**config.mk**
```make
export PLATFORM = sky130hd
export DESIGN_NAME = bcd_score_counter
export DESIGN_NICKNAME = d
export VERILOG_FILES = /design/src/rtl/bcd_pkg.sv /design/src/rtl/bcd_digit.sv /design/src/rtl/bcd_score_counter.sv
export SDC_FILE = /design/constraint.sdc
export NUM_CORES = 1
export LEC_CHECK = 0
export CORE_ASPECT_RATIO = 1.5
export CORE_MARGIN = 8
export CORE_UTILIZATION = 45
export CTS_BUF_LIST = sky130_fd_sc_hd__clkbuf_4
export CTS_CLUSTER_SIZE = 25
export DETAILED_ROUTE_END_ITERATION = 8
export PLACE_DENSITY = 0.68
export SLEW_MARGIN = 20
export SYNTH_ARGS = -nofsm -noshare
export SYNTH_HDL_FRONTEND = slang
export SYNTH_SLANG_ARGS = --single-unit
```
**constraint.sdc**
```tcl
create_clock -name clk -period 2.5 [get_ports clk]
set_input_delay 0.25 -clock clk [delete_from_list [all_inputs] [get_ports clk]]
set_output_delay 0.25 -clock clk [all_outputs]
set_load 0.05 [all_outputs]
```
**src/rtl/bcd_pkg.sv**
```systemverilog
// Shared types and constants for the BCD score counter.
//   bcd_t    : one 4-bit BCD digit
//   BCD_MAX  : largest legal digit value (9)
//   BCD_MIN  : smallest legal digit value (0)
//   bcd_step : next value of a single digit when it is stepped up or down,
//              wrapping 9->0 (up) and 0->9 (down); the wrap is what generates
//              the carry/borrow into the next digit.
package bcd_pkg;

  typedef logic [3:0] bcd_t;

  localparam bcd_t BCD_MAX = 4'd9;
  localparam bcd_t BCD_MIN = 4'd0;

  function automatic bcd_t bcd_step(input bcd_t d, input logic up);
    bcd_t r;
    if (up) begin
      r = (d == BCD_MAX) ? BCD_MIN : d + 4'd1;
    end else begin
      r = (d == BCD_MIN) ? BCD_MAX : d - 4'd1;
    end
    return r;
  endfunction

endpackage

```
**src/rtl/bcd_digit.sv**
```systemverilog
// One registered BCD digit of the score counter chain.
// Ports:
//   clk     : clock, rising edge
//   reset   : synchronous active-high reset, forces digit to 0
//   clr_i   : synchronous clear, forces digit to 0
//   en_i    : global step enable for this cycle
//   up_i    : direction, 1 = increment, 0 = decrement
//   cin_i   : carry (up) / borrow (down) in from the lower digit
//   digit_o : registered digit value
//   cout_o  : carry / borrow out to the next digit
module bcd_digit
  import bcd_pkg::*;
(
  input  logic clk,
  input  logic reset,
  input  logic clr_i,
  input  logic en_i,
  input  logic up_i,
  input  logic cin_i,
  output bcd_t digit_o,
  output logic cout_o
);

  bcd_t digit_q;
  bcd_t digit_d;
  logic at_limit;

  // A digit passes the carry/borrow on only when it is itself about to wrap.
  assign at_limit = up_i ? (digit_q == BCD_MAX) : (digit_q == BCD_MIN);
  assign cout_o   = cin_i & at_limit;
  assign digit_o  = digit_q;

  always_comb begin
    digit_d = digit_q;
    if (clr_i) begin
      digit_d = BCD_MIN;
    end else if (en_i && cin_i) begin
      digit_d = bcd_step(digit_q, up_i);
    end
  end

  always_ff @(posedge clk) begin
    if (reset) begin
      digit_q <= BCD_MIN;
    end else begin
      digit_q <= digit_d;
    end
  end

endmodule

```
**src/rtl/bcd_score_counter.sv**
```systemverilog
// Multi-digit BCD up/down score counter with edge-triggered inc/dec,
// wrap-or-saturate boundaries, overflow/underflow pulses and a
// leading-zero blank mask.
// Parameters:
//   DIGITS : number of BCD digits (1..8)
//   WRAP   : 1 = wrap at 999../000.., 0 = saturate there
// Ports:
//   clk    : clock, rising edge
//   reset  : synchronous active-high reset
//   inc    : increment request level, acts on its rising edge
//   dec    : decrement request level, acts on its rising edge
//   clr    : synchronous clear of the count (level)
//   digits : BCD count, digit 0 in bits [3:0]
//   blank  : leading-zero mask, bit i set = digit i is a leading zero
//   ovf    : one-cycle pulse on increment at the maximum
//   unf    : one-cycle pulse on decrement at zero
module bcd_score_counter
  import bcd_pkg::*;
#(
  parameter int DIGITS = 3,
  parameter int WRAP   = 1
) (
  input  logic                  clk,
  input  logic                  reset,
  input  logic                  inc,
  input  logic                  dec,
  input  logic                  clr,
  output logic [4*DIGITS-1:0]   digits,
  output logic [DIGITS-1:0]     blank,
  output logic                  ovf,
  output logic                  unf
);

  logic inc_q, dec_q;
  logic ovf_q, ovf_d;
  logic unf_q, unf_d;
  logic inc_edge, dec_edge;
  logic step, up, at_bound, en;
  logic all_zero;
  logic [DIGITS:0] carry;
  bcd_t dig [DIGITS];

  assign inc_edge = inc & ~inc_q;
  assign dec_edge = dec & ~dec_q;

  // Simultaneous inc and dec edges cancel; clr overrides both.
  assign step = ~clr & (inc_edge ^ dec_edge);
  assign up   = inc_edge;

  // Digit 0 always sees a carry-in; the chain decides how far it ripples.
  assign carry[0] = 1'b1;

  for (genvar g = 0; g < DIGITS; g++) begin : g_digit
    bcd_digit u_digit (
      .clk     (clk),
      .reset   (reset),
      .clr_i   (clr),
      .en_i    (en),
      .up_i    (up),
      .cin_i   (carry[g]),
      .digit_o (dig[g]),
      .cout_o  (carry[g+1])
    );
    assign digits[4*g +: 4] = dig[g];
  end

  // Carry out of the top digit means every digit is at its limit
  // (all 9s going up, all 0s going down).
  assign at_bound = carry[DIGITS];

  // In saturate mode the chain is frozen at the boundary.
  assign en = step & ((WRAP != 0) | ~at_bound);

  assign ovf_d = step &  up & at_bound;
  assign unf_d = step & ~up & at_bound;

  // clr deliberately leaves inc_q/dec_q alone so a held level gives no new edge.
  always_ff @(posedge clk) begin
    if (reset) begin
      inc_q <= 1'b0;
      dec_q <= 1'b0;
      ovf_q <= 1'b0;
      unf_q <= 1'b0;
    end else begin
      inc_q <= inc;
      dec_q <= dec;
      ovf_q <= ovf_d;
      unf_q <= unf_d;
    end
  end

  assign ovf = ovf_q;
  assign unf = unf_q;

  // Scan from the most significant digit down; digit 0 is never blanked.
  always_comb begin
    all_zero = 1'b1;
    blank    = '0;
    for (int i = DIGITS - 1; i >= 0; i--) begin
      all_zero = all_zero & (dig[i] == BCD_MIN);
      if (i > 0) begin
        blank[i] = all_zero;
      end
    end
  end

endmodule
```
==> results.py <==
metrics = {
    "status": {
        "run_status": "completed",
    },
    "sta": {
        "finalSetupTns_ps": 0,
        "final_hold_viol_count": 0,
        "fin_crit_ps": 2230,
        "fin_worst_skew_ps": 4.07,
        "max_freq_ghz": 0.448,
        "min_period_over_period_pct": 89.2,
        "tightest_slew_ps": 587,
        "relSlewSlack_pct": 60.9,
        "final_max_slew_viol_count": 0,
        "grt_setup_unrepaired": "no",
        "setup_viol": 0,
    },
    "min_path": {
        "hold_depth": 2,
        "worstHoldPathType": "in -> reg",
        "hp-start": "inc",
        "whs_endpoint": "inc_q$_SDFF_PP0_",
    },
    "placed_design": {
        "place_congestion": 0.817,
        "hpwl_um": 2050,
        "place.port_buffers": 20,
    },
    "clocking": {
        "clkTransAtPathRegs_ps": 110,
        "cts_setup_buffers": 0,
        "clkLatencyLatePin_ps": 300,
        "cts.sinks": 16,
        "cts_resized": 0,
        "htreeDepth": 1,
        "cts_buffer_depth": 2,
        "cts_hold_buffers": 0,
        "cts_tree": "yes",
        "cts-root-buf": "clkbuf_4",
        "cts_made_buffers": 3,
    },
    "worst_setup_path": {
        "critPathBufInv": 1,
        "rr_startpoint": "inc_q$_SDFF_PP0_",
        "crit_path_end_kind": "output port",
        "path_cells": "nor4_4, clkdlybuf4s50_1",
        "r2r_slack_ps": 630,
        "slowest_stage": "clkdlybuf4s50_1",
        "crit_arrival_ps": 1980,
        "crit_type": "reg -> out",
        "max_stage_delay_ps": 860,
        "worstReg2RegEnd": "g_digit[2].u_digit.digit_o[3]$_SDFFE_PP0P_",
        "critPathLaunchType": "register",
        "cp.required_ps": 2250,
        "path_delay_family": "buffers and inverters",
        "r2r_cells": 5,
        "crit_fanout": 11,
    },
    "pwr": {
        "power_uw": 600,
        "leakagePower_uw": 0.000470,
        "vdd_ir_drop_max_v": 0.000224,
        "power_density_nw_per_um2": 424,
    },
    "final_layout": {
        "fill_cells": 227,
        "finalNetCount": 160,
        "drive_gt1_share_pct": 14.3,
        "area_growth_pct": 18.8,
        "antenna-diode-count": 0,
        "multi_input_area_sq_um": 827,
        "regArea_sq_um": 320,
    },
    "floorplan": {
        "die_height_um": 79.0,
        "start_util_pct": 45.9,
        "ios": 22,
        "std_cell_rows": 23,
        "coreArea_sq_um": 2590,
        "dieArea_sq_um": 4580,
        "fp.dieW_um": 58.0,
    },
    "drt": {
        "dr.pass1.iters": 4,
        "drt_iter0_drc": 32,
        "top_layer_used": "met4",
        "dr_wl_met3_um": 115,
        "vias": 1099,
        "route.antenna.remaining_nets": 0,
        "drc": 0,
        "drt_wl_total_um": 2790,
        "wl_per_cell_um": 15.6,
        "viasPerCell": 6.14,
        "met2_length_um": 1470,
        "m1WireLength_um": 1150,
    },
    "synthesis": {
        "syn_avg_cell_area_sq_um": 8.32,
        "yosysTopAreaCell": "dfxtp_1",
        "seq_area_frac_synth_pct": 26.9,
        "yosysTopAreaCellShare_pct": 26.9,
        "netlist_area_sq_um": 1190,
        "async_reset_ff_share_pct": 0,
        "synth_warnings": 0,
        "synthTopCellsByArea": "dfxtp_1 27%, nor2_1 5.0%, xnor2_1 3.7%, a21oi_1 3.4%, nor3_4 2.7%",
        "yosysUniqueCellTypes": 49,
        "synth-seq-cells": 16,
        "synth_edf_count": 0,
        "synth_fp_nets": 148,
        "synth_cells": 143,
        "dominantRegCellSynth": "dfxtp_1",
    },
    "run": {
        "max_cap_violations": 0,
    },
    "grt": {
        "grt_antenna_before_repair": 0,
        "overflow": 0,
        "grt_pass1_wl_um": 4730,
        "grt_pass1_vias": 1054,
        "grt_use_total_pct": 12.9,
        "grt_max_degree": 24,
    },
}
-- registers in the layout (all words and copies together), names as in the netlist --
| register | cells |
|---|---|
| ovf | 1 |
| dec_q | 1 |
| g_digit.u_digit.digit_o | 12 |
| inc_q | 1 |
| unf | 1 |
-- routing by layer --
layer / up-vias / GRT usage, %
li1: 537 / -
met1: 526 / 13.8
met2: 29 / 22.0
met3: 7 / 3.39
met4: 0 / 7.88
met5: - / 0
-- synthesized netlist by cell type (2+ instances only) --
cell       instances
nor2_1            16
or2_2              2
o211ai_1           3
or3_1              2
a31oi_1            2
nand2b_1           4
nor3_1             4
xnor2_1            5
a2111oi_2          2
o21a_1             2
nand3_1            6
buf_2              4
a21oi_1            8
nand4b_1           3
nand2_1            8
nor4_1             2
nand4_1            2
nor3_4             2
clkbuf_1           7
a21boi_0           2
mux2_2             2
nor4b_1            3
nor2b_1            5
xor2_1             2
dfxtp_1           16
mux2i_1            3
o21ai_0            4
-- placed cells by master, fill, tap and decap left out, drive strengths merged, types with 5 or more instances in the layout --
cell type	instances
clkdlybuf4s50	19
nor2	16
dfxtp	16
nand2	8
a21oi	8
nor3	7
nand3	6
xnor2	6
nor2b	5
-- where the power goes --
| part | internal, uW | switching, uW |
|---|---|---|
| clock network | 58.3 | 95.7 |
| logic | 69.5 | 101 |
| registers | 261 | 13.4 |
-- cell families after synthesis --
logic type,share of synthesized area [%]
flops,26.9
xor+xnor,7.47
compound gates,21.0
mux,4.42
other cells,0.315
buf+inv,6.10
simple gates,33.8
-- final cells by class --
type,instances,area share [%]
clock buffers,3,1.59
clock inverters,1,0.265
inverters,1,0.265
multi-input cells,112,58.5
flip-flops and latches,16,22.7
well taps,25,2.21
repair buffers,21,14.5
-- through the flow --
stage | instances | hold slack (ps) | area [sq um] | utilization, % | setup slack (ps)
floorplan | 143 | 322 | 1220 | - | 56.4
global placement | 175 | 571 | 1390 | 53.6 | 323
detailed placement | 175 | 580 | 1390 | 53.6 | 233
CTS | 179 | 571 | 1410 | 54.6 | 258
global route | 179 | 572 | 1410 | 54.6 | 194
finish | 179 | 571 | 1410 | 54.6 | 269
-- worst max path at each step --
stage / to / slack (ps) / from / cells after the start
5_1_grt: blank[2] / 190 / g_digit[2].u_digit.digit_o[1]$_SDFFE_PP0P_ / 2
3_5_place_dp: g_digit[2].u_digit.digit_o[3]$_SDFFE_PP0P_ / 230 / inc / 6
4_1_cts: blank[2] / 260 / g_digit[2].u_digit.digit_o[1]$_SDFFE_PP0P_ / 2
6_report: blank[2] / 270 / g_digit[2].u_digit.digit_o[1]$_SDFFE_PP0P_ / 2
3_3_place_gp: g_digit[2].u_digit.digit_o[3]$_SDFFE_PP0P_ / 320 / inc / 6
2_1_floorplan: blank[1] / 60 / g_digit[2].u_digit.digit_o[1]$_SDFFE_PP0P_ / 3
Note: power is estimated with default switching activity, not from simulation.
